**config.mk**
```make
export PLATFORM = sky130hd
export DESIGN_NAME = c_slice_collector
export DESIGN_NICKNAME = d
export VERILOG_FILES = /design/src/rtl/c_slice_pkg.sv /design/src/rtl/c_slice_collector_next_idx.sv /design/src/rtl/c_slice_collector.sv
export SDC_FILE = /design/constraint.sdc
export NUM_CORES = 1
export LEC_CHECK = 0
export ABC_AREA = 1
export BUFFER_PORTS_ARGS = -buffer_cell sky130_fd_sc_hd__buf_4
export CELL_PAD_IN_SITES_DETAIL_PLACEMENT = 1
export CELL_PAD_IN_SITES_GLOBAL_PLACEMENT = 1
export CORE_MARGIN = 4
export CORE_UTILIZATION = 33
export DETAILED_ROUTE_END_ITERATION = 7
export PLACE_DENSITY = 0.77
export RECOVER_POWER = 25
export SYNTH_ARGS = -nofsm -noshare
export SYNTH_HDL_FRONTEND = slang
export SYNTH_SLANG_ARGS = --single-unit
```
**constraint.sdc**
```tcl
create_clock -name clk -period 1.4 [get_ports clk]
set_clock_uncertainty 0.05 [all_clocks]
set_input_delay 0.28 -clock clk [delete_from_list [all_inputs] [get_ports clk]]
set_output_delay 0.28 -clock clk [all_outputs]
set_load 0.01 [all_outputs]
```
**src/rtl/c_slice_pkg.sv**
```systemverilog
// Shared constants and types for the C-bus slice collector.
package c_slice_pkg;

  localparam int unsigned SLICE_W    = 12;
  localparam int unsigned NUM_SLICES = 3;

  // Slice 1 has no driver at the producer, so it is disabled by default.
  localparam logic [NUM_SLICES-1:0] SLICE_MASK_DEFAULT = 3'b101;

  typedef logic [SLICE_W-1:0] slice_t;
  typedef logic [1:0]         idx_t;

  typedef enum logic {IDLE, EMIT} state_t;

endpackage

```
**src/rtl/c_slice_collector_next_idx.sv**
```systemverilog
// Finds the next enabled slice above cur_idx (or the first one when from_start)
// and reports whether that slice is the last enabled one.
module c_slice_next_idx
  import c_slice_pkg::*;
#(
  parameter int unsigned           N_SLICES = c_slice_pkg::NUM_SLICES,
  parameter logic [N_SLICES-1:0]   MASK     = c_slice_pkg::SLICE_MASK_DEFAULT
) (
  input  logic       from_start,
  input  logic [1:0] cur_idx,
  output logic [1:0] next_idx,
  output logic       found,
  output logic       is_last
);

  logic more;

  always_comb begin
    found    = 1'b0;
    next_idx = '0;
    more     = 1'b0;
    for (int unsigned i = 0; i < N_SLICES; i++) begin
      if (!found && MASK[i] && (from_start || i > 32'(cur_idx))) begin
        found    = 1'b1;
        next_idx = 2'(i);
      end
    end
    for (int unsigned i = 0; i < N_SLICES; i++) begin
      if (found && MASK[i] && i > 32'(next_idx)) begin
        more = 1'b1;
      end
    end
    is_last = found && !more;
  end

endmodule

```
**src/rtl/c_slice_collector.sv**
```systemverilog
// Captures the C result bus on request and streams its enabled 12-bit slices
// out one per beat over valid/ready, counting samples rejected while busy.
module c_slice_collector
  import c_slice_pkg::*;
#(
  parameter int unsigned             SLICE_W    = c_slice_pkg::SLICE_W,
  parameter int unsigned             NUM_SLICES = c_slice_pkg::NUM_SLICES,
  parameter logic [NUM_SLICES-1:0]   SLICE_MASK = c_slice_pkg::SLICE_MASK_DEFAULT,
  parameter int unsigned             CNT_W      = 8
) (
  input  logic               clk,
  input  logic               rst_n,
  input  logic [40:0]        c_bus,
  input  logic               sample_i,
  output logic               busy_o,
  output logic               out_valid,
  input  logic               out_ready,
  output logic [SLICE_W-1:0] out_data,
  output logic [1:0]         out_idx,
  output logic               out_last,
  output logic [CNT_W-1:0]   drop_cnt
);

  localparam int unsigned WORD_W = NUM_SLICES * SLICE_W;

  state_t             state, state_n;
  logic [WORD_W-1:0]  shadow, shadow_n;
  logic               valid_n, last_n;
  logic [SLICE_W-1:0] data_n;
  logic [1:0]         idx_n;
  logic [CNT_W-1:0]   cnt_n;

  logic       xfer, accept, drop;
  logic [1:0] first_idx, nxt_idx;
  logic       first_found, first_last, nxt_found, nxt_last;

  logic unused_c_hi;
  assign unused_c_hi = ^c_bus[40:WORD_W];

  function automatic logic [SLICE_W-1:0] pick(input logic [WORD_W-1:0] w,
                                              input logic [1:0] idx);
    logic [SLICE_W-1:0] s;
    s = '0;
    for (int unsigned i = 0; i < NUM_SLICES; i++) begin
      if (32'(idx) == i) s = w[i*SLICE_W +: SLICE_W];
    end
    return s;
  endfunction

  c_slice_next_idx #(.N_SLICES(NUM_SLICES), .MASK(SLICE_MASK)) u_first (
    .from_start (1'b1),
    .cur_idx    (2'b00),
    .next_idx   (first_idx),
    .found      (first_found),
    .is_last    (first_last)
  );

  c_slice_next_idx #(.N_SLICES(NUM_SLICES), .MASK(SLICE_MASK)) u_next (
    .from_start (1'b0),
    .cur_idx    (out_idx),
    .next_idx   (nxt_idx),
    .found      (nxt_found),
    .is_last    (nxt_last)
  );

  assign xfer   = out_valid && out_ready;
  // first_found is false only for an all-zero mask, which disables sampling.
  assign accept = first_found && sample_i && (state == IDLE || (xfer && out_last));
  assign drop   = first_found && sample_i && !accept;
  assign busy_o = (state == EMIT);

  always_ff @(posedge clk or negedge rst_n) begin
    if (!rst_n) begin
      state     <= IDLE;
      shadow    <= '0;
      out_valid <= 1'b0;
      out_data  <= '0;
      out_idx   <= '0;
      out_last  <= 1'b0;
      drop_cnt  <= '0;
    end else begin
      state     <= state_n;
      shadow    <= shadow_n;
      out_valid <= valid_n;
      out_data  <= data_n;
      out_idx   <= idx_n;
      out_last  <= last_n;
      drop_cnt  <= cnt_n;
    end
  end

  always_comb begin
    state_n  = state;
    shadow_n = shadow;
    valid_n  = out_valid;
    data_n   = out_data;
    idx_n    = out_idx;
    last_n   = out_last;
    cnt_n    = drop_cnt;

    // The first beat is taken straight from c_bus because shadow only
    // updates on this same edge.
    if (accept) begin
      state_n  = EMIT;
      shadow_n = c_bus[WORD_W-1:0];
      valid_n  = 1'b1;
      idx_n    = first_idx;
      data_n   = pick(c_bus[WORD_W-1:0], first_idx);
      last_n   = first_last;
    end else if (xfer) begin
      if (out_last || !nxt_found) begin
        state_n = IDLE;
        valid_n = 1'b0;
        data_n  = '0;
        idx_n   = '0;
        last_n  = 1'b0;
      end else begin
        idx_n  = nxt_idx;
        data_n = pick(shadow, nxt_idx);
        last_n = nxt_last;
      end
    end

    if (drop && drop_cnt != '1) begin
      cnt_n = drop_cnt + 1'b1;
    end
  end

endmodule

```
### Word level (Yosys, flattened, before mapping)

Cells that the tools add are included.

| word-level totals | value |
|---|---|
| register bits after elaboration | 60 |
| input port bits | 45 |
| output and inout port bits | 25 |
| logic and storage cells | 47 |

| operators by class | value |
|---|---|
| $add $sub $neg | 1 |
| magnitude comparators | 2 |
| equality and inequality tests | 3 |
| multiplexer cells | 18 |
| bitwise logic cells | 1 |
| reductions and logical operators | 16 |

Operator list:

| operator | count |
|---|---|
| $mux W12 | 6 |
| $add A8 B1 Y8 const B | 1 |
| $mux W1 | 8 |
| $mux W2 | 4 |
| $ne A8 B8 Y1 const B | 1 |
| $logic_and A1 B1 Y1 | 7 |
| $gt A2 B2 Y1 const A | 2 |
| $reduce_bool A2 Y1 | 2 |
| $logic_not A1 Y1 | 3 |
| $eq A2 B1 Y1 const B | 1 |
| $eq A2 B2 Y1 const B | 1 |
| $logic_not A2 Y1 | 1 |
| $logic_or A1 B1 Y1 | 2 |
| $reduce_and A2 Y1 | 1 |
| $not A1 Y1 | 1 |

### Longest topological paths before layout

Gate-level depths: netlist of run 1.

| depth | value |
|---|---|
| word-level depth | 10 |
| depth in mapped cells | 7 |

### Cells and area by module

A second synthesis of run 1 with hierarchy kept.

| unflattened totals | value |
|---|---|
| cell total of the unflattened synthesis | 421 |
| area total of the unflattened synthesis | 3140.5 µm² |

Modules (own cells, without submodules):

| module | instances | cells each | area each (µm²) | seq. area each (µm²) |
|---|---|---|---|---|
| c_slice_collector | 1 | 409 | 3080.5 | 1501.4 |
| c_slice_next_idx | 2 | 6 | 30.0 | 0.0 |

### Least setup slack after synthesis of run 1

Ideal clock, no wire load.

| timing path | value |
|---|---|
| path kind | reg-to-reg |
| start | register drop_cnt[0] |
| end | register drop_cnt[4] |
| library setup time | 65 ps |
| arrival | 1215 ps |
| required time | 1285 ps |
| setup slack | 70 ps |
| stages on the path, launching flop included | 8 |
| buffers on the path | 0 |
| clock period less this slack | 1330 ps |
| path through | dfrtp_1 ha_1 nand3_1 nor2_1 nand2_1 nand2_2 nand2_1 nand2_1 |

| between the ends | value |
|---|---|
| cells in the longest elaborated chain, start to end | 2 |

Ends and longest elaborated chain:

| what | line | source |
|---|---|---|
| start: declaration | c_slice_collector.sv:21 | `output logic [CNT_W-1:0] drop_cnt` |
| start signal: assignment | c_slice_collector.sv:88 | `drop_cnt <= cnt_n;` |
| branches (longest 2 deep; another with $add A8 B1 Y8) | - |  |

Several ways; the timed one is not identified.
A chain may end at the register's enable or synchronous reset.

### Worst setup path after layout of run 1

| timing path | value |
|---|---|
| start | register drop_cnt[0] |
| end | register drop_cnt[6] |

The elaborated chain is that of the path after synthesis.

==> impl_metrics.tcl, run 1 <==
set metrics [dict create \
    outcome "finished, final reports clean" \
    ys_seq_area_frac 0.510 \
    die_y_microns 79.1 \
    ant_nets 0 \
    cts_inserted_buffers 5 \
    area_delta_synth_final_pct 33.4 \
    drt_wl_total_mm 4.14 \
    routed_via_density 4.56 \
    grt_antenna_before_repair 0 \
    synthCells 213 \
    ctsRootBufferMaster "clkbuf_8" \
    rr_endpoint "drop_cnt[6]" \
    slew_viol_final 0 \
    cp.required_ns 1.57 \
    synth_area_sq_mm 0.00167 \
    postCtsSetupBuffers 0 \
    post-route-period-util 0.958 \
    endpoint "drop_cnt[6]" \
    grt.total_usage 0.148 \
    cts_tree "done" \
    yosys_warnings 0 \
    synth.distinct_cells 19 \
    reg2reg_slack_ns 0.06 \
    fin_util 0.462 \
    critPathSlowestCell "dfrtp_1" \
    crit_arrival_ns 1.51 \
    synth_most_common_cell "nand2_1" \
    pin_count 70 \
    grt_pass1_wl_mm 7.24 \
    diodes 0 \
    worst_path_most_repeated_cell "nand2_1" \
    cts.reportedPaths.clkPinSlew_ns 0.07 \
    dr.pass1.iters 4 \
    cp-end-kind "flop" \
    path_class "reg2reg" \
    clkSinkCount 34 \
    setup_viol 0 \
    synth_top_area_frac 0.510 \
    drive_above_1_share 0.300 \
    p_leak_uw 0.00121 \
    core_area_sq_mm 0.00482 \
    hold_ws_ns 0.136 \
    path_max_fanout 8 \
    fp-row-count 25 \
    critical_path.cell_chain "ha_2, nand3_2, nor2_2, nand2_1, nand2_4, nand2_1, nand2_1" \
    overflow 0 \
    ys_top_cells_by_area "dfrtp_1 51%, nand2_1 23%, nand3_1 11%" \
    maxCapViolations 0 \
    wl_per_cell_microns 12.3 \
    worst-r2r-cell-count 7 \
    fmax_mhz 746 \
    finalSetupTns_ns 0 \
    synth_seq_cells 34 \
    dr_total_vias 1536 \
    drt_iter0_markers 30 \
    hold_depth 3 \
    finalCriticalPeriod_ns 1.34 \
    reg2reg_from "drop_cnt[0]" \
    maxSlewHeadroom 0.483 \
    htree_levels 2 \
    final_hold_viol_count 0 \
    syn_area_per_cell_sq_um 7.83 \
    rsz0062_at_grt "true" \
    path_buf_inv 0 \
    cp-start-kind "flop" \
    power_density_mw_per_mm2 1810 \
    synth_edf_count 0 \
    synth_ff_type "dfrtp_1" \
    crit_cells 7 \
    port_buffers 51 \
    grt_max_degree 35 \
    hpwl_mm 3.07 \
    drc 0 \
    ys_async_sr_fraction 1.00 \
    tightest_slew_ns 0.776 \
    synth_fp_nets 259 \
    yosysTopAreaCell "dfrtp_1" \
    crit_path_start "drop_cnt[0]" \
    synthTopCellsByCount "100 x nand2_1, 35 x nand3_1, 34 x dfrtp_1" \
    nets 316 \
    first_global_vias 1606 \
    dieArea_sq_mm 0.00626 \
    critPathMaxStageDelay_ns 0.36 \
    clock_latency_ns 0.28 \
    start_util 0.346 \
    die_x_microns 79.1 \
    gp_congestion 0.761 \
    critical_path.top_delay_family "simple AND/OR/NAND/NOR gates" \
    peakVddDrop_mv 0.771 \
    min_path_type "in2reg" \
    clockBufferDepth 2 \
]
[routing by layer]
| metal | share of wire | track usage | routed length (microns) | vias up |
|---|---|---|---|---|
| li1 | - | - | - | 770 |
| met4 | 0.017 | 0.0670 | 72 | 0 |
| met3 | 0.055 | 0.0329 | 229 | 7 |
| met1 | 0.44 | 0.184 | 1830 | 721 |
| met5 | 0 | 0 | 0 | - |
| met2 | 0.48 | 0.243 | 2000 | 38 |
[placed cells by master, fill, tap and decap left out]
| master | synthesis | routed |
|---|---|---|
| nor2_2 | 3 | 5 |
| a21boi_2 | 1 | 1 |
| inv_1 | 14 | 14 |
| buf_4 | 4 | 56 |
| nor2_4 | 1 | 1 |
| buf_2 | 2 | 1 |
| o21ai_0 | 1 | 1 |
| clkbuf_8 | 0 | 5 |
| nand3_2 | 1 | 2 |
| nand3_1 | 35 | 34 |
| nand2_2 | 3 | 2 |
| dfrtp_2 | 0 | 3 |
| nand2_1 | 100 | 100 |
| ha_2 | 0 | 1 |
| clkinv_2 | 0 | 2 |
| dlygate4sd3_1 | 0 | 1 |
| dfrtp_1 | 34 | 31 |
| conb_1 | 1 | 1 |
| xnor2_1 | 2 | 2 |
| xor2_1 | 1 | 1 |
| nor2_1 | 6 | 4 |
| nand2_4 | 1 | 2 |
[repair_timing]
action                                  CTS  global route
hold buffers                              1             0
endpoints found under the setup margin    2            31
resized for setup                         1             7
endpoints found under the hold margin    34             0
cloned                                    0             0
[sequential cells by signal, indices dropped and copies added (netlist names)]
| name | flops |
|---|---|
| busy_o | 1 |
| drop_cnt | 8 |
| out_data | 12 |
| out_last | 1 |
| shadow | 12 |
[tightest hold or removal path, stage by stage]
cell,delay (ns)
buf_4,0.08
nand2_1,0.04
nand2_1,0.04
[how the worst min path moves through the flow]
stage,start,end,slack (ns)
floorplan,rst_n,busy_o,-0.07
global placement,rst_n,drop_cnt[3],0.21
detailed placement,rst_n,drop_cnt[3],0.22
CTS,c_bus[25],shadow[25],0.13
global route,c_bus[25],shadow[25],0.14
finish,c_bus[31],shadow[31],0.14
[cell type report]
type | instances | area, sq um
Clock buffer | 5 | 68.8
Clock inverter | 2 | 10.0
Fill cell | 647 | 2590
Inverter | 14 | 52.6
Multi-Input combinational cell | 157 | 719
Sequential cell | 34 | 855
Tap cell | 67 | 83.8
Timing Repair Buffer | 58 | 435
[logic make-up after synthesis]
| family | Yosys count | synth area share |
|---|---|---|
| AND/OR/NAND/NOR | 150 | 0.386 |
| flip-flops | 34 | 0.510 |
| buffers and inverters | 22 | 0.0690 |
| XOR/XNOR | 3 | 0.0158 |
| AO/OA/AOI/OAI | 2 | 0.00975 |
| adder cells (fa/ha/maj) | 1 | 0.00750 |
| other | 1 | 0.00225 |
[stage by stage]
stage	area (sq um)	setup slack (ns)	power [uW]	cells
after floorplan	1670	0.0704	2610	213
after global placement	2120	0.0582	3320	329
after detailed placement	2120	-0.00376	3390	329
after CTS	2210	0.0183	4090	337
after global routing	2220	-0.0489	4400	337
final	2220	0.0592	4030	337
[power breakdown]
group	leakage (uW)	total, uW	switching (uW)	internal, uW
clock	0.0000438	676	342	333
combinational	0.000739	1640	862	777
sequential	0.000427	1720	307	1410
total	0.00121	4030	1510	2520
No activity file was read; power rests on OpenSTA's default activity.
==> run 2: changes to the inputs <==
--- a/config.mk
+++ b/config.mk
@@ -12,7 +12,7 @@
 export CORE_MARGIN = 4
 export CORE_UTILIZATION = 33
 export DETAILED_ROUTE_END_ITERATION = 7
-export PLACE_DENSITY = 0.77
+export PLACE_DENSITY = 0.81
 export RECOVER_POWER = 25
 export SYNTH_ARGS = -nofsm -noshare
 export SYNTH_HDL_FRONTEND = slang
==> run 2 against run 1 <==
  * Wire length shrank 0.87%
  * Power grew 1.9%
  * First-iteration DRC count shrank 3.3%
  * Critical endpoint is now out_idx[1]
  * Sequential share of layout area shrank 0.73 points
==> impl_metrics.tcl, run 2 (synthesis gave the netlist of run 1 again) <==
set metrics [dict create \
    finalNonFillerCells 336 \
    setup_viol 0 \
    clock_latency_ns 0.29 \
    power_density_mw_per_mm2 1820 \
    worst-r2r-cell-count 7 \
    grt_max_degree 35 \
    ant_nets 0 \
    path_class "reg2out" \
    cts_inserted_buffers 5 \
    layout_common_cells "100 x nand2_1, 54 x buf_4, 34 x nand3_1" \
    tightest_slew_ns 0.757 \
    overflow 0 \
    outcome "finished, final reports clean" \
    maxSlewHeadroom 0.496 \
    pre_cts_slack_ns -0.0239 \
    worst_slack_ns 0.0663 \
    die_y_microns 79.1 \
    fmax_mhz 750 \
    reg2reg_slack_ns 0.10 \
    min_from "c_bus[35]" \
    path_max_fanout 4 \
    drt_wl_total_mm 4.10 \
    dr_total_vias 1496 \
    diodes 0 \
    port_buffers 51 \
    reg2reg_from "drop_cnt[4]" \
    maxCapViolations 0 \
    dieArea_sq_mm 0.00626 \
    p_leak_uw 0.00121 \
    drt_iter0_markers 29 \
    cp-end-kind "output pin" \
    area_delta_synth_final_pct 35.6 \
    gp_congestion 0.775 \
    cts.reportedPaths.clkPinSlew_ns 0.07 \
    die_x_microns 79.1 \
    min_path_type "in2reg" \
    htree_levels 2 \
    cts_tree "done" \
    hold_depth 3 \
    core_area_sq_mm 0.00482 \
    clkSinkCount 34 \
    rr_endpoint "drop_cnt[4]" \
    final_hold_viol_count 0 \
    dr.pass1.iters 4 \
    cp.required_ns 1.07 \
    peakVddDrop_mv 0.646 \
    hpwl_mm 3.08 \
    grt_pass1_wl_mm 7.08 \
    top_regs "out_data x12, shadow x12, drop_cnt x8" \
    routed_via_density 4.45 \
    drc 0 \
    slew_viol_final 0 \
    grt_antenna_before_repair 0 \
    cp-start-kind "flop" \
    fp-row-count 25 \
    drive_above_1_share 0.294 \
    nets 315 \
    start_util 0.346 \
    dp.cells 328 \
    finalCriticalPeriod_ns 1.33 \
    ctsRootBufferMaster "clkbuf_8" \
    crit_arrival_ns 1.00 \
    clockBufferDepth 2 \
    first_global_vias 1569 \
    post-route-period-util 0.953 \
    grt.total_usage 0.146 \
    final_common_cell "nand2_1" \
    wl_per_cell_microns 12.2 \
    pin_count 70 \
    min_to "shadow[35]" \
]
## run 2: what timing repair did
action	CTS	global route
endpoints found under the setup margin	8	22
setup buffers	0	0
gates resized for setup	2	9
hold buffers	1	0
pin swaps	0	1
hold endpoints to repair	34	0
## run 2: worst max-delay path: stages (launching register included)
cell	delay, ns
dfrtp_1	0.41
buf_4	0.17
buf_4	0.14
## run 2: report_power, final
part / switching [uW] / internal (uW)
logic: 901 / 808
registers: 316 / 1400
clock network: 345 / 333
## run 2: worst max-delay path by stage
stage	startpoint	end	slack, ns	cells past startpoint
after floorplan	drop_cnt[0]	drop_cnt[4]	0.07	7
after global placement	drop_cnt[0]	drop_cnt[1]	0.07	7
after detailed placement	drop_cnt[1]	drop_cnt[4]	-0.02	7
after CTS	busy_o	drop_cnt[2]	0.01	5
after global routing	drop_cnt[4]	drop_cnt[2]	-0.006	7
final	out_last	out_idx[1]	0.07	2
## run 2: per-stage QoR
stage                     hold slack, ns  power, uW  area [sq um]   util  TNS (ns)
after floorplan                  -0.0656       2610          1670      -         0
after global placement             0.209       3330          2120  0.441         0
after detailed placement           0.212       3410          2120  0.441   -0.0639
after CTS                          0.122       4130          2220  0.461         0
after global routing               0.135       4470          2260  0.469   -0.0103
final                              0.131       4110          2260  0.469         0
## run 2: routing by layer
layer  up-vias  track usage  part of all wire
met2        36        0.253              0.49
met1       684        0.166              0.43
met4         0       0.0601             0.016
li1        770            -                 -
met3         6       0.0465             0.060
met5         -            0                 0
## run 2: final cells by class
cell class | count | area, sq um
fill | 614 | 2560
clock buffer | 5 | 68.8
timing repair buffer | 57 | 440
inverter | 14 | 52.6
sequential | 34 | 852
multi-input combinational | 157 | 753
clock inverter | 2 | 10.0
tap | 67 | 83.8
